## src/rtl/sap1_pcore.sv

```systemverilog
// SAP-1 style processor core: 16-word program memory, accumulator machine
// with a six-state ring counter and a LOAD/RUN/HALT mode FSM.
// Optional feature: define SAP1_VARCYC_EN to end short instructions after T4
// instead of always spending six T-states per instruction.
module sap1_pcore #(
    parameter int DATA_W = 8,
    parameter int ADDR_W = 4
) (
    input  logic              Clk,
    input  logic              Clr,
    input  logic              start,
    input  logic              prog_we,
    input  logic [ADDR_W-1:0] prog_addr,
    input  logic [DATA_W-1:0] prog_data,
    output logic              HLT,
    output logic [DATA_W-1:0] LEDOUT,
    output logic [11:0]       CONTWORD,
    output logic              busy,
    output logic              zflag,
    output logic              cflag
);

    typedef enum logic [1:0] {LOAD, RUN, HALT} mode_t;

    // Control words, bits 11..0 = Cp Ep nLm nCE nLi nEi nLa Ea Su Eu nLb nLo
    localparam logic [11:0] CW_IDLE = 12'h3E3;
    localparam logic [11:0] CW_T1   = 12'h5E3;
    localparam logic [11:0] CW_T2   = 12'hBE3;
    localparam logic [11:0] CW_T3   = 12'h263;
    localparam logic [11:0] CW_MARI = 12'h1A3;  // MAR <= IR operand
    localparam logic [11:0] CW_LDA5 = 12'h2C3;  // A <= RAM
    localparam logic [11:0] CW_LDB5 = 12'h2E1;  // B <= RAM
    localparam logic [11:0] CW_ADD6 = 12'h3C7;  // A <= A + B
    localparam logic [11:0] CW_SUB6 = 12'h3CF;  // A <= A - B
    localparam logic [11:0] CW_LDI  = 12'h383;  // A <= IR operand
    localparam logic [11:0] CW_JMP  = 12'h3A3;  // PC <= IR operand
    localparam logic [11:0] CW_STA5 = 12'h3F3;  // RAM <= A
    localparam logic [11:0] CW_OUT  = 12'h3F2;  // OUT <= A

    mode_t             mode, mode_nxt;
    logic [5:0]        ring, ring_nxt;   // one-hot T1..T6, bit 0 = T1
    logic [ADDR_W-1:0] pc, mar;
    logic [DATA_W-1:0] acc, breg, ir;
    logic [DATA_W-1:0] mem [2**ADDR_W];
    logic [3:0]        opcode;
    logic [ADDR_W-1:0] operand;
    logic              long_op, last_t;
    logic [DATA_W:0]   alu_res;

    // {carry, result}; for subtraction the carry is "no borrow" (a >= b)
    function automatic logic [DATA_W:0] alu(input logic sub,
                                            input logic [DATA_W-1:0] a,
                                            input logic [DATA_W-1:0] b);
        logic [DATA_W:0] r;
        if (sub) begin
            r[DATA_W-1:0] = a - b;
            r[DATA_W]     = (a >= b);
        end else begin
            r = {1'b0, a} + {1'b0, b};
        end
        return r;
    endfunction

    assign opcode  = ir[DATA_W-1 -: 4];
    assign operand = ir[ADDR_W-1:0];
    assign long_op = (opcode <= 4'h3);
    assign alu_res = alu(opcode == 4'h2, acc, breg);
    assign HLT     = (mode == HALT);
    assign busy    = (mode == RUN);

`ifdef SAP1_VARCYC_EN
    assign last_t = ring[5] | (ring[3] & ~long_op);
`else
    assign last_t = ring[5];
`endif

    // Mode and ring-counter state registers
    always_ff @(posedge Clk or posedge Clr) begin
        if (Clr) begin
            mode <= LOAD;
            ring <= 6'b000001;
        end else begin
            mode <= mode_nxt;
            ring <= ring_nxt;
        end
    end

    // Next mode/T-state and the control word for the current T-state.
    // The start edge doubles as T1 of the first fetch, so RUN begins in T2.
    always_comb begin
        mode_nxt = mode;
        ring_nxt = ring;
        CONTWORD = CW_IDLE;
        case (mode)
            LOAD: begin
                if (start) begin
                    mode_nxt = RUN;
                    ring_nxt = 6'b000010;
                end
            end
            RUN: begin
                ring_nxt = last_t ? 6'b000001 : {ring[4:0], 1'b0};
                if (ring[3] && opcode == 4'hF) begin
                    mode_nxt = HALT;
                    ring_nxt = 6'b000001;
                end
                if (ring[0]) CONTWORD = CW_T1;
                else if (ring[1]) CONTWORD = CW_T2;
                else if (ring[2]) CONTWORD = CW_T3;
                else if (ring[3]) begin
                    case (opcode)
                        4'h0, 4'h1, 4'h2, 4'h3: CONTWORD = CW_MARI;
                        4'h4: CONTWORD = CW_LDI;
                        4'h5: CONTWORD = CW_JMP;
                        4'h6: CONTWORD = zflag ? CW_JMP : CW_IDLE;
                        4'h7: CONTWORD = cflag ? CW_JMP : CW_IDLE;
                        4'hE: CONTWORD = CW_OUT;
                        default: CONTWORD = CW_IDLE;
                    endcase
                end else if (ring[4]) begin
                    case (opcode)
                        4'h0: CONTWORD = CW_LDA5;
                        4'h1, 4'h2: CONTWORD = CW_LDB5;
                        4'h3: CONTWORD = CW_STA5;
                        default: CONTWORD = CW_IDLE;
                    endcase
                end else if (ring[5]) begin
                    case (opcode)
                        4'h1: CONTWORD = CW_ADD6;
                        4'h2: CONTWORD = CW_SUB6;
                        default: CONTWORD = CW_IDLE;
                    endcase
                end
            end
            HALT: begin
                ring_nxt = 6'b000001;
            end
            default: begin
                mode_nxt = LOAD;
                ring_nxt = 6'b000001;
            end
        endcase
    end

    // Register-transfer actions taken on the edge that ends each T-state
    always_ff @(posedge Clk or posedge Clr) begin
        if (Clr) begin
            pc     <= '0;
            mar    <= '0;
            acc    <= '0;
            breg   <= '0;
            ir     <= '0;
            LEDOUT <= '0;
            zflag  <= 1'b0;
            cflag  <= 1'b0;
        end else if (mode == LOAD) begin
            if (start) mar <= pc;
        end else if (mode == RUN) begin
            if (ring[0]) mar <= pc;
            if (ring[1]) pc <= pc + ADDR_W'(1);
            if (ring[2]) ir <= mem[mar];
            if (ring[3]) begin
                case (opcode)
                    4'h0, 4'h1, 4'h2, 4'h3: mar <= operand;
                    4'h4: acc <= DATA_W'(operand);
                    4'h5: pc <= operand;
                    4'h6: if (zflag) pc <= operand;
                    4'h7: if (cflag) pc <= operand;
                    4'hE: LEDOUT <= acc;
                    default: ;
                endcase
            end
            if (ring[4]) begin
                if (opcode == 4'h0) acc <= mem[mar];
                if (opcode == 4'h1 || opcode == 4'h2) breg <= mem[mar];
            end
            if (ring[5] && (opcode == 4'h1 || opcode == 4'h2)) begin
                acc   <= alu_res[DATA_W-1:0];
                cflag <= alu_res[DATA_W];
                zflag <= (alu_res[DATA_W-1:0] == '0);
            end
        end
    end

    // Program memory: loader writes in LOAD, STA writes at T5 in RUN; never cleared
    always_ff @(posedge Clk) begin
        if (mode == LOAD && prog_we)
            mem[prog_addr] <= prog_data;
        else if (mode == RUN && ring[4] && opcode == 4'h3)
            mem[mar] <= acc;
    end

endmodule

```

## config.mk

```make
export PLATFORM = sky130hd
export DESIGN_NAME = sap1_pcore
export DESIGN_NICKNAME = d
export VERILOG_FILES = /design/src/rtl/sap1_pcore.sv
export SDC_FILE = /design/constraint.sdc
export NUM_CORES = 1
export LEC_CHECK = 0
export CAP_MARGIN = 20
export CORE_MARGIN = 5
export CORE_UTILIZATION = 34
export DETAILED_ROUTE_END_ITERATION = 10
export MAX_ROUTING_LAYER = met4
export PLACE_DENSITY = 0.51
export RECOVER_POWER = 50
export SYNTH_ARGS = -nofsm -noshare
export SYNTH_HDL_FRONTEND = slang
export SYNTH_SLANG_ARGS = --single-unit
```

## constraint.sdc

```tcl
create_clock -name Clk -period 5.4 [get_ports Clk]
set_clock_uncertainty 0.15 [all_clocks]
set_input_delay 1.08 -clock Clk [delete_from_list [all_inputs] [get_ports Clk]]
set_output_delay 1.08 -clock Clk [all_outputs]
set_load 0.01 [all_outputs]
```

==> out/qor.txt, run 1 <==
Antenna viol nets, final - 0
Mapped Area - 8390 um^2
Post-synth ARST share - 28.1%
Clock Tree Buf Depth - 2
Remaining global-route overflow - 0
Max-cap violations - 1
Crit path DAT - 3.37 ns
Final Hold Vio Count - 0
Post-Syn Nets - 631
Synth unique cells - 66
Cts bufs inserted - 17
DIE AREA - 27900 um^2
Area Growth Syn to Fin - 14.7%
Hold Crit Endpoint - LEDOUT[7]$_DFFE_PP0P_
Routability cong. - 0.872
Largest net degree at the start of global routing - 51
Syn_area_per_cell - 14.1 um^2
Worst setup path start - mode[0]$_DFFE_PP0P_
Die H - 167 um
Hold path cells - 1
Worst rel slew slack - -86.9%
Root Buffer - clkbuf_16
FP Rows - 57
Yosys warnings - 0
CTS resizes - 0
FMAX - 218 MHz
Starting Density - 34.5%
Initial DRT Pass Iterations - 5
Setup repair bufs after CTS - 0
Post-Place Worst Slack - 1.61 ns
Residual DRC - 0
Yosys reg bits - 178
Outcome - complete, but fails checks
Vias in the first global route - 5337
Combinational power share - 33.1%
Cells along the critical path - nand2b_1 -> clkbuf_1 -> nor4_1 -> nand3_1 -> nor4_1 -> clkdlybuf4s50_1
Reg2Reg Setup Slack - 1.38 ns
Leakage power - 3.46 nW
Int Pwr - 2.98 mW
EDFF count, synth - 128
WP data required - 4.17 ns
I/O Buffers - 39
Reg clk slew, reported paths - 0.07 ns
Filler Cell Count - 2262
Number of diodes - 0
Final period utilization - 85.1%
Fin. max-slew vios - 51
CP Class - reg2out
Min-delay src - LEDOUT[7]$_DFFE_PP0P_
CP top delay family - simple AND/OR/NAND/NOR gates
FF-to-FF End - mem[4][3]$_DFFE_PP_
Io pins - 40
Bufs and invs on worst path - 2
Vias per inst - 5.35
DP HPWL - 14000 um
Clk_lat worst skew - 0.44 ns
Clock share of power - 26.2%
H-tree levels - 4
Initial DRC Count - 439
Critical path peak fanout - 21
Unrepaired setup endpoints after global routing - false
Critical R2R Launch - mode[0]$_DFFE_PP0P_
Setup TNS - 0 ns
Least-Margin Pin Slew - 2.80 ns
HP Class - reg2reg
Share of post-route cells with drive strength above 1 - 14.8%
Sw power - 1.72 mW
Post-Syn Instances - 595
GRT Overall Usage - 14.8%
Hold Buf Count CTS - 0
Failing checks - capacitance limit, slew limit
Power Dens Cells - 488 nW/um^2
Startpoint types - register
Top cell by count, worst path - nor4_1
Sequential area share after synthesis - 60.7%
Reg2Reg Depth - 6
Peak supply drop - 220 uV
CTS tree - built
Final worst setup slack - 0.802 ns
Endpoints failing setup - 0
Clock sink count - 178
Core region area - 24300 um^2
Total wire length - 19900 um
Sw frac - 36.6%
Fin nets - 663
DR WL/cell - 20.7 um
DR vias - 5161
First-pass GRT wire length - 31100 um
Crit path depth - 6
Worst stage delay on the critical path - 0.82 ns
Final critical-path required period - 4.60 ns
Number of antenna violations at the first check in global routing - 0
Die X - 167 um
Prevailing post-synth register cell - edfxtp_1
Seq pwr share - 40.6%
Critical path endpoint category - output pin
Slowest-stage cell, CP - nor4_1
cell families after synthesis:
group / share of synthesized area (%)
flops: 60.7
mux: 14.2
simple gates: 10.2
xor+xnor: 0.626
fa+ha+maj: 3.16
buf+inv: 3.07
compound gates: 7.97
synthesized netlist by cell type (all sizes together), types with 3 or more instances:
cell type / count / share of area [%]
a21o: 6 / 0.54
nand2b: 4 / 0.30
o21ai: 24 / 1.4
o21bai: 4 / 0.36
edfxtp: 128 / 46
a22oi: 5 / 0.45
o31ai: 4 / 0.42
nor2: 48 / 2.1
a31oi: 13 / 0.97
or2: 3 / 0.22
nor2b: 7 / 0.52
clkbuf: 19 / 0.89
inv: 23 / 1.0
mux2: 24 / 3.2
nand2: 49 / 2.2
mux4: 37 / 10
a32oi: 5 / 0.52
nor3: 19 / 1.3
a221o: 3 / 0.36
xnor2: 5 / 0.52
nand4: 3 / 0.22
nor4: 3 / 0.22
ha: 18 / 2.7
o211ai: 3 / 0.27
a21oi: 21 / 1.3
nand3: 9 / 0.54
nor3b: 5 / 0.45
dfrtp: 49 / 15
and3: 6 / 0.45
buf: 12 / 1.1
mux2i: 7 / 0.83
layer usage:
layer  GRT usage, %  vias to the layer above  routed length, um
met5              -                        -                  0
met2           25.1                      137              10300
li1               -                     2337                  -
met4           3.13                        0                174
met3           3.02                       14                859
met1           18.5                     2673               8600
power groups by stage:
stage                     combinational, mW  sequential [mW]  clock [mW]
after floorplan                        1.27             1.76           0
after global placement                 1.55             1.94           0
after detailed placement               1.57             1.95           0
after CTS                              1.58             1.92        1.26
after global routing                   1.70             1.94        1.32
final                                  1.56             1.91        1.23
area by class of cell:
cell class	count	area [um^2]	share of cell area, %
Sequential cell	178	5100	52.9
Multi-Input combinational cell	363	3020	31.4
Clock buffer	17	425	4.42
Timing Repair Buffer	44	417	4.33
Tap cell	324	405	4.21
Clock inverter	15	178	1.85
Inverter	23	86.3	0.897
cell usage in the layout, fill, tap and decap left out, drive strengths merged, types with 3 or more instances in the layout:
cell type	n
nand2	49
a31oi	13
mux4	37
nand2b	4
clkbuf	20
and3	6
a22oi	5
inv	31
a221o	3
clkdlybuf4s50	34
nor2b	7
or2	3
clkinv	6
dfrtp	49
o21bai	4
xnor2	5
nor2	48
nor3b	5
nand4	3
a21o	6
o211ai	3
a32oi	5
ha	18
edfxtp	128
nor3	19
mux2i	7
o31ai	4
dlygate4sd3	5
nor4	3
nand3	9
mux2	24
a21oi	21
o21ai	24
stage by stage:
step / cell area, um^2 / utilization, % / instances / hold WS, ns / total power, mW
after floorplan: 8390 / - / 595 / 0.345 / 3.03
after global placement: 9060 / 37.3 / 932 / 0.345 / 3.49
after detailed placement: 9060 / 37.3 / 932 / 0.350 / 3.52
after CTS: 9670 / 39.7 / 964 / 0.370 / 4.76
after global routing: 9630 / 39.6 / 964 / 0.388 / 4.97
final: 9630 / 39.6 / 964 / 0.355 / 4.70
sequential cells by signal, summed over array words and instances, names as in the netlist:
signal  flops
mem       128
LEDOUT      8
acc         8
breg        8
ir          8
ring        6
mar         4
pc          4
mode        2
cflag       1
zflag       1
worst max path at each step:
stage,end
final,CONTWORD[2]
after global routing,CONTWORD[2]
after global placement,CONTWORD[2]
after detailed placement,CONTWORD[2]
after floorplan,CONTWORD[2]
after CTS,CONTWORD[2]
worst register-to-register path: stages, from the launching register on:
cell	delay (ns)
dfrtp_1	0.61
nand2b_1	0.09
clkbuf_1	0.39
nor3_1	0.39
clkbuf_1	0.81
a31oi_1	0.36
nor2_1	0.83
No activity file was read; power rests on OpenSTA's default activity.
==> inputs of run 2 (changes only) <==
Settings changed: ABC_CLOCK_PERIOD_IN_PS set to 5400.
==> results of run 2 <==
No change in the layout: final DEF, timing and power equal those of run 1.
